## config.mk

```make
export PLATFORM = sky130hd
export DESIGN_NAME = axi_mmio_router
export DESIGN_NICKNAME = d
export VERILOG_FILES = /design/src/rtl/axi_mmio_router_pkg.sv /design/src/rtl/axi_addr_decode.sv /design/src/rtl/axi_mmio_router.sv
export SDC_FILE = /design/constraint.sdc
export NUM_CORES = 1
export LEC_CHECK = 0
export ABC_AREA = 1
export CORE_AREA = 2 2 263 265
export DETAILED_ROUTE_END_ITERATION = 12
export DIE_AREA = 0 0 265 267
export SETUP_SLACK_MARGIN = 0.02
export SLEW_MARGIN = 40
export SYNTH_ARGS = -nofsm -noshare
export SYNTH_HDL_FRONTEND = slang
export SYNTH_SLANG_ARGS = --single-unit
```

## constraint.sdc

```tcl
create_clock -name clock -period 1.9 [get_ports clock]
set_input_delay 0.38 -clock clock [delete_from_list [all_inputs] [get_ports clock]]
set_output_delay 0.38 -clock clock [all_outputs]
set_load 0.1 [all_outputs]
```

## src/rtl/axi_mmio_router_pkg.sv

```systemverilog
// Shared AXI field widths, FSM state types and default address windows for the router.
package axi_mmio_router_pkg;

    localparam int ADDR_W = 32;
    localparam int DATA_W = 64;
    localparam int LEN_W  = 8;
    localparam int STRB_W = 8;

    localparam logic [ADDR_W-1:0] DEF_MEM_BASE  = 32'h8000_0000;
    localparam logic [ADDR_W-1:0] DEF_MEM_SIZE  = 32'h0800_0000;
    localparam logic [ADDR_W-1:0] DEF_MMIO_BASE = 32'ha000_0000;
    localparam logic [ADDR_W-1:0] DEF_MMIO_SIZE = 32'h0100_0000;

    typedef enum logic [1:0] {
        R_IDLE,
        R_MEM,
        R_MMIO,
        R_ERR
    } r_state_e;

    // W_ERR sinks the data beats; W_ERR_B holds the error write response.
    typedef enum logic [2:0] {
        W_IDLE,
        W_MEM,
        W_MMIO,
        W_ERR,
        W_ERR_B
    } w_state_e;

endpackage

```

## src/rtl/axi_addr_decode.sv

```systemverilog
// Window compare for one address channel. Offsets wrap in 32-bit unsigned
// arithmetic, so an address below a base never looks like a hit.
module axi_addr_decode
    import axi_mmio_router_pkg::*;
#(
    parameter logic [ADDR_W-1:0] MEM_BASE  = DEF_MEM_BASE,
    parameter logic [ADDR_W-1:0] MEM_SIZE  = DEF_MEM_SIZE,
    parameter logic [ADDR_W-1:0] MMIO_BASE = DEF_MMIO_BASE,
    parameter logic [ADDR_W-1:0] MMIO_SIZE = DEF_MMIO_SIZE
) (
    input  logic [ADDR_W-1:0] addr,
    output logic [1:0]        hit      // {hit_mem, hit_mmio}
);

    logic [ADDR_W-1:0] mem_off;
    logic [ADDR_W-1:0] mmio_off;

    // Raw window hits; the caller resolves overlap in favour of mem.
    always_comb begin
        mem_off  = addr - MEM_BASE;
        mmio_off = addr - MMIO_BASE;
        hit      = {(mem_off < MEM_SIZE), (mmio_off < MMIO_SIZE)};
    end

endmodule

```

## src/rtl/axi_mmio_router.sv

```systemverilog
// Routes AXI read and write bursts from the arbiter to main memory or the MMIO bus.
// Each channel decodes on the start address, holds the route until the burst
// completes and answers unmapped addresses with a locally generated error burst.
module axi_mmio_router
    import axi_mmio_router_pkg::*;
#(
    parameter logic [ADDR_W-1:0] MEM_BASE  = DEF_MEM_BASE,
    parameter logic [ADDR_W-1:0] MEM_SIZE  = DEF_MEM_SIZE,
    parameter logic [ADDR_W-1:0] MMIO_BASE = DEF_MMIO_BASE,
    parameter logic [ADDR_W-1:0] MMIO_SIZE = DEF_MMIO_SIZE
) (
    input  logic              clock,
    input  logic              reset,
    // upstream master
    input  logic [ADDR_W-1:0] io_m_araddr,
    input  logic [LEN_W-1:0]  io_m_arlen,
    input  logic              io_m_arvalid,
    input  logic              io_m_rready,
    output logic [DATA_W-1:0] io_m_rdata,
    output logic              io_m_rlast,
    output logic              io_m_rvalid,
    input  logic [ADDR_W-1:0] io_m_awaddr,
    input  logic [LEN_W-1:0]  io_m_awlen,
    input  logic              io_m_awvalid,
    input  logic [DATA_W-1:0] io_m_wdata,
    input  logic [STRB_W-1:0] io_m_wstrb,
    input  logic              io_m_wvalid,
    input  logic              io_m_bready,
    output logic              io_m_wready,
    output logic              io_m_bvalid,
    // main memory slave
    output logic [ADDR_W-1:0] io_mem_araddr,
    output logic [LEN_W-1:0]  io_mem_arlen,
    output logic              io_mem_arvalid,
    output logic              io_mem_rready,
    input  logic [DATA_W-1:0] io_mem_rdata,
    input  logic              io_mem_rlast,
    input  logic              io_mem_rvalid,
    output logic [ADDR_W-1:0] io_mem_awaddr,
    output logic [LEN_W-1:0]  io_mem_awlen,
    output logic              io_mem_awvalid,
    output logic [DATA_W-1:0] io_mem_wdata,
    output logic [STRB_W-1:0] io_mem_wstrb,
    output logic              io_mem_wvalid,
    output logic              io_mem_bready,
    input  logic              io_mem_wready,
    input  logic              io_mem_bvalid,
    // MMIO device bus slave
    output logic [ADDR_W-1:0] io_mmio_araddr,
    output logic [LEN_W-1:0]  io_mmio_arlen,
    output logic              io_mmio_arvalid,
    output logic              io_mmio_rready,
    input  logic [DATA_W-1:0] io_mmio_rdata,
    input  logic              io_mmio_rlast,
    input  logic              io_mmio_rvalid,
    output logic [ADDR_W-1:0] io_mmio_awaddr,
    output logic [LEN_W-1:0]  io_mmio_awlen,
    output logic              io_mmio_awvalid,
    output logic [DATA_W-1:0] io_mmio_wdata,
    output logic [STRB_W-1:0] io_mmio_wstrb,
    output logic              io_mmio_wvalid,
    output logic              io_mmio_bready,
    input  logic              io_mmio_wready,
    input  logic              io_mmio_bvalid,
    // unmapped-burst pulses
    output logic              io_err_rd,
    output logic              io_err_wr
);

    r_state_e          r_state, r_next;
    logic [LEN_W-1:0]  r_cnt, r_cnt_next;
    logic [ADDR_W-1:0] ar_addr_q;
    logic [LEN_W-1:0]  ar_len_q;
    logic [1:0]        rd_hit;

    w_state_e          w_state, w_next;
    logic [LEN_W-1:0]  w_cnt, w_cnt_next;
    logic [ADDR_W-1:0] aw_addr_q;
    logic [LEN_W-1:0]  aw_len_q;
    logic [1:0]        wr_hit;

    axi_addr_decode #(
        .MEM_BASE (MEM_BASE),  .MEM_SIZE (MEM_SIZE),
        .MMIO_BASE(MMIO_BASE), .MMIO_SIZE(MMIO_SIZE)
    ) u_rd_decode (
        .addr(io_m_araddr),
        .hit (rd_hit)
    );

    axi_addr_decode #(
        .MEM_BASE (MEM_BASE),  .MEM_SIZE (MEM_SIZE),
        .MMIO_BASE(MMIO_BASE), .MMIO_SIZE(MMIO_SIZE)
    ) u_wr_decode (
        .addr(io_m_awaddr),
        .hit (wr_hit)
    );

    // Read state register; the request is captured together with the routing decision.
    always_ff @(posedge clock) begin
        if (reset) begin
            r_state   <= R_IDLE;
            r_cnt     <= '0;
            ar_addr_q <= '0;
            ar_len_q  <= '0;
        end else begin
            r_state <= r_next;
            r_cnt   <= r_cnt_next;
            if (r_state == R_IDLE && io_m_arvalid) begin
                ar_addr_q <= io_m_araddr;
                ar_len_q  <= io_m_arlen;
            end
        end
    end

    // Read next-state and channel muxing; unselected slave inputs stay at 0.
    always_comb begin
        r_next          = r_state;
        r_cnt_next      = r_cnt;
        io_err_rd       = 1'b0;
        io_m_rdata      = '0;
        io_m_rlast      = 1'b0;
        io_m_rvalid     = 1'b0;
        io_mem_araddr   = '0;
        io_mem_arlen    = '0;
        io_mem_arvalid  = 1'b0;
        io_mem_rready   = 1'b0;
        io_mmio_araddr  = '0;
        io_mmio_arlen   = '0;
        io_mmio_arvalid = 1'b0;
        io_mmio_rready  = 1'b0;
        case (r_state)
            R_IDLE: begin
                if (io_m_arvalid) begin
                    if (rd_hit[1]) begin
                        r_next = R_MEM;
                    end else if (rd_hit[0]) begin
                        r_next = R_MMIO;
                    end else begin
                        r_next     = R_ERR;
                        r_cnt_next = io_m_arlen;
                        io_err_rd  = !reset;
                    end
                end
            end
            R_MEM: begin
                io_mem_araddr  = ar_addr_q;
                io_mem_arlen   = ar_len_q;
                io_mem_arvalid = io_m_arvalid;
                io_mem_rready  = io_m_rready;
                io_m_rdata     = io_mem_rdata;
                io_m_rlast     = io_mem_rlast;
                io_m_rvalid    = io_mem_rvalid;
                if (io_mem_rvalid && io_m_rready && io_mem_rlast)
                    r_next = R_IDLE;
            end
            R_MMIO: begin
                io_mmio_araddr  = ar_addr_q;
                io_mmio_arlen   = ar_len_q;
                io_mmio_arvalid = io_m_arvalid;
                io_mmio_rready  = io_m_rready;
                io_m_rdata      = io_mmio_rdata;
                io_m_rlast      = io_mmio_rlast;
                io_m_rvalid     = io_mmio_rvalid;
                if (io_mmio_rvalid && io_m_rready && io_mmio_rlast)
                    r_next = R_IDLE;
            end
            R_ERR: begin
                // Counter holds beats remaining after the current one, so arlen=255 gives 256 beats.
                io_m_rvalid = 1'b1;
                io_m_rlast  = (r_cnt == '0);
                if (io_m_rready) begin
                    if (r_cnt == '0) r_next = R_IDLE;
                    else             r_cnt_next = r_cnt - 1'b1;
                end
            end
            default: r_next = R_IDLE;
        endcase
    end

    // Write state register; the request is captured together with the routing decision.
    always_ff @(posedge clock) begin
        if (reset) begin
            w_state   <= W_IDLE;
            w_cnt     <= '0;
            aw_addr_q <= '0;
            aw_len_q  <= '0;
        end else begin
            w_state <= w_next;
            w_cnt   <= w_cnt_next;
            if (w_state == W_IDLE && io_m_awvalid) begin
                aw_addr_q <= io_m_awaddr;
                aw_len_q  <= io_m_awlen;
            end
        end
    end

    // Write next-state and channel muxing; error bursts are sunk locally then answered.
    always_comb begin
        w_next          = w_state;
        w_cnt_next      = w_cnt;
        io_err_wr       = 1'b0;
        io_m_wready     = 1'b0;
        io_m_bvalid     = 1'b0;
        io_mem_awaddr   = '0;
        io_mem_awlen    = '0;
        io_mem_awvalid  = 1'b0;
        io_mem_wdata    = '0;
        io_mem_wstrb    = '0;
        io_mem_wvalid   = 1'b0;
        io_mem_bready   = 1'b0;
        io_mmio_awaddr  = '0;
        io_mmio_awlen   = '0;
        io_mmio_awvalid = 1'b0;
        io_mmio_wdata   = '0;
        io_mmio_wstrb   = '0;
        io_mmio_wvalid  = 1'b0;
        io_mmio_bready  = 1'b0;
        case (w_state)
            W_IDLE: begin
                if (io_m_awvalid) begin
                    if (wr_hit[1]) begin
                        w_next = W_MEM;
                    end else if (wr_hit[0]) begin
                        w_next = W_MMIO;
                    end else begin
                        w_next     = W_ERR;
                        w_cnt_next = io_m_awlen;
                        io_err_wr  = !reset;
                    end
                end
            end
            W_MEM: begin
                io_mem_awaddr  = aw_addr_q;
                io_mem_awlen   = aw_len_q;
                io_mem_awvalid = io_m_awvalid;
                io_mem_wdata   = io_m_wdata;
                io_mem_wstrb   = io_m_wstrb;
                io_mem_wvalid  = io_m_wvalid;
                io_mem_bready  = io_m_bready;
                io_m_wready    = io_mem_wready;
                io_m_bvalid    = io_mem_bvalid;
                if (io_mem_bvalid && io_m_bready) w_next = W_IDLE;
            end
            W_MMIO: begin
                io_mmio_awaddr  = aw_addr_q;
                io_mmio_awlen   = aw_len_q;
                io_mmio_awvalid = io_m_awvalid;
                io_mmio_wdata   = io_m_wdata;
                io_mmio_wstrb   = io_m_wstrb;
                io_mmio_wvalid  = io_m_wvalid;
                io_mmio_bready  = io_m_bready;
                io_m_wready     = io_mmio_wready;
                io_m_bvalid     = io_mmio_bvalid;
                if (io_mmio_bvalid && io_m_bready) w_next = W_IDLE;
            end
            W_ERR: begin
                io_m_wready = 1'b1;
                if (io_m_wvalid) begin
                    if (w_cnt == '0) w_next = W_ERR_B;
                    else             w_cnt_next = w_cnt - 1'b1;
                end
            end
            W_ERR_B: begin
                io_m_bvalid = 1'b1;
                if (io_m_bready) w_next = W_IDLE;
            end
            default: w_next = W_IDLE;
        endcase
    end

    // The master must keep its request valid until the burst it opened has completed.
    a_arvalid_held: assert property (@(posedge clock) disable iff (reset)
        (r_state != R_IDLE) |-> io_m_arvalid);
    a_awvalid_held: assert property (@(posedge clock) disable iff (reset)
        (w_state != W_IDLE) |-> io_m_awvalid);

endmodule

```

==> run summary <==
Largest net degree at the start of global routing: 57
Critical Path Max Stage Delay: 370 ps
Remaining Overflow, GRT: 0
Combinational power share: 86.2%
Status: finished with violations
RR Startpoint: w_state[2]
Finish-stage setup viols: 383
Fin Setup TNS: -85480 ps
Clock power frac: 5.3%
Slew @ Worst Pin: 417.3 ps
Synth area leaders: dfxtp_1 (27%), nor2_1 (18%), nand2_1 (15%)
Critical Path Start: r_state[0]
Startpoint types: register
Power Density: 1544 nW/um^2
Final WL: 64160 um
Post-Synthesis Mean Instance Area: 5.361 sq um
Final GP Congestion: 0.8722
Ys Warns: 0
First-pass GRT wire length: 87370 um
Vias in the first global route: 12390
WL/cell: 20.69 um
Most frequent cell after synthesis: nor2_1
CTS buffer count: 9
All-Layer GR Usage: 17.21%
Vias per cell: 3.885
Worst vdd ir: 0.0008106 V
Tmin final: 2268 ps
Initial Utilization: 10.90%
Max-cap viol count: 0
Ys async rst share: 0%
CTS tree: done
Clock root cell: clkbuf_16
H-Tree Depth: 3
Met3 Track Usage GR: 4.382%
Antenna-violating nets left: 0
Final worst slack: -368.4 ps
DRC viols: 0
Clk_lat worst skew: 390 ps
Fmax achieved: 0.4408 GHz
Synth Cell Area: 7408 sq um
CP Capture Type: output pin
CTS Buffer Depth: 2
Initial DRC Count: 459
Cell row count: 96
Int Pwr: 16.86 mW
Met1 Use GR: 16.09%
Sequential fraction of the synthesis area: 27.29%
CP Class: reg -> out
Chip width: 265 um
Die footprint: 70760 sq um
Most frequent CP cell: buf_12
Initial antenna violation count: 13
Reg-to-reg slack, setup: 140 ps
Drt pass-1 iters: 6
Top-area cell type share of the netlist area: 27.29%
Hold Slack: 357.3 ps
Met2 usage: 33.44%
Worst Path Arrival: 1890 ps
Die height: 267 um
Max-Slew Margin vs Limit: 72.15%
Worst-path fanout max: 15
Hold Vio Cnt, Final: 0
Net switching power of the design: 23.28 mW
Number of synthesized register bits: 101
HP Start: io_m_araddr[30]
Slowest stage cell, crit path: dfxtp_4
Port Buffers: 678
Clk pin slew, worst setup/hold paths: 90 ps
Mapped Cells: 1382
Primary FF master, synth: dfxtp_1
CP Cell Sequence: buf_4 > ha_4 > buf_12 > buf_12 > buf_12 > nand2_4 > clkinvlp_4 > buf_12
Num ports: 679
Clock Sinks: 101
Core area: 67990 sq um
LEAKAGE: 10.18 nW
Share of cells above drive strength 1: 56.23%
Failing checks: setup timing
Area Overhead vs Synth: 250.9%
Synth Net Count: 1687
Unrepaired setup endpoints after global routing: true
Tcrit/Tclk final: 119.4%
Yosys cell types: 34
Critical Path RT: 1520 ps
Top post-synthesis cells by count: nor2_1 (357), nand2_1 (298), inv_1 (243)
HPWL after DPL: 51210 um
Fillers: 6549
Busiest grt layer: met2
Nets@finish: 2507
Sw Ratio: 57.99%
Number of synthesized flops with an enable pin: 0
Cell accounting for the most synthesized area: dfxtp_1
Seq pwr share: 8.6%
Worst Hold Class: in -> reg
Slew Viols, Final: 0
Clock Skews: 14.40 ps
Vias post-DR: 12050
==> layer usage <==
layer	wire [um]	part of all wire, %
met1	20700	32
met2	35530	55
met3	3999	6.2
met4	3930	6.1
met5	0	0
==> per-stage QoR <==
step                      area (sq um)  power (mW)  setup WS (ps)  cells  utilization [%]
after floorplan                  10250       22.44         -664.8   1382                -
after global placement           22290       32.48         -611.7   2975            32.78
after detailed placement         22290       32.60         -698.4   2975            32.78
after CTS                        24930       38.67         -420.1   3058            36.67
after global routing             26000       41.58         -432.0   3101            38.24
final                            26000       40.15         -368.4   3101            38.24
==> final timing paths <==
kind / end / cells past startpoint
hold reg to reg: w_cnt[1] / 2
setup reg to reg: w_cnt[2] / 13
setup / recovery: io_mem_arvalid / 8
hold / removal: ar_addr_q[30] / 4
==> cells by family after synthesis <==
group | count (synthesis) | share of synthesized area, %
XOR/XNOR | 2 | 0.2365
adder cells (fa/ha/maj) | 10 | 1.689
AND/OR/NAND/NOR | 710 | 37.70
flip-flops | 101 | 27.29
buffers and inverters | 336 | 17.70
AO/OA/AOI/OAI | 223 | 15.39
==> power groups by stage <==
| stage | logic, mW | registers [mW] | clock network, mW |
|---|---|---|---|
| 6_report | 34.6 | 3.45 | 2.11 |
| 5_1_grt | 35.8 | 3.53 | 2.28 |
| 4_1_cts | 33.1 | 3.36 | 2.23 |
| 3_5_place_dp | 29.2 | 3.36 | 0 |
| 2_1_floorplan | 19.2 | 3.23 | 0 |
| 3_3_place_gp | 29.1 | 3.34 | 0 |
==> worst max-delay path, delay by kind of cell (launching register included) <==
family | cells | cell delay [ps]
adders and majority gates | 1 | 200
buffers and inverters | 6 | 860
DFF | 1 | 370
and+or+nand+nor | 1 | 50
==> cell usage in the layout, fill, tap and decap left out, types with 4 or more instances in the layout <==
cell	n
a21oi_1	53
a21oi_4	64
buf_12	436
buf_16	15
buf_4	81
buf_6	32
buf_8	20
clkbuf_16	22
clkdlybuf4s50_1	284
clkinvlp_4	83
dfxtp_1	94
dfxtp_4	4
diode_2	12
dlygate4sd2_1	6
ha_1	4
ha_4	6
inv_1	149
inv_2	12
inv_4	7
nand2_1	113
nand2_2	102
nand2_4	85
nand3_1	25
nand4_1	4
nor2_1	123
nor2_2	14
nor2_4	228
o21ai_0	94
==> flip-flops by register name, indices dropped and copies added (netlist names) <==
signal	count
aw_addr_q	32
aw_len_q	8
ar_addr_q	32
w_cnt	8
ar_len_q	8
w_state	3
r_state	2
r_cnt	8
==> repair_timing <==
item,in CTS,in global routing
buffers inserted,48,36
pin swaps,53,59
gates cloned,21,17
hold buffers,0,0
endpoints found under the setup margin,392,394
resized for setup,383,216
==> final cells by class <==
cell class | instances | area, sq um | share of cell area (%)
tap | 882 | 1104 | 4.245
antenna | 12 | 30.03 | 0.1155
inverter | 253 | 1291 | 4.967
multi-input combinational | 945 | 7565 | 29.10
timing repair buffer | 891 | 13650 | 52.50
sequential | 101 | 2041 | 7.849
timing repair inverter | 1 | 16.27 | 0.06256
clock buffer | 12 | 246.5 | 0.9481
clock inverter | 4 | 55.05 | 0.2118
Power figures use the tool's default switching activity.
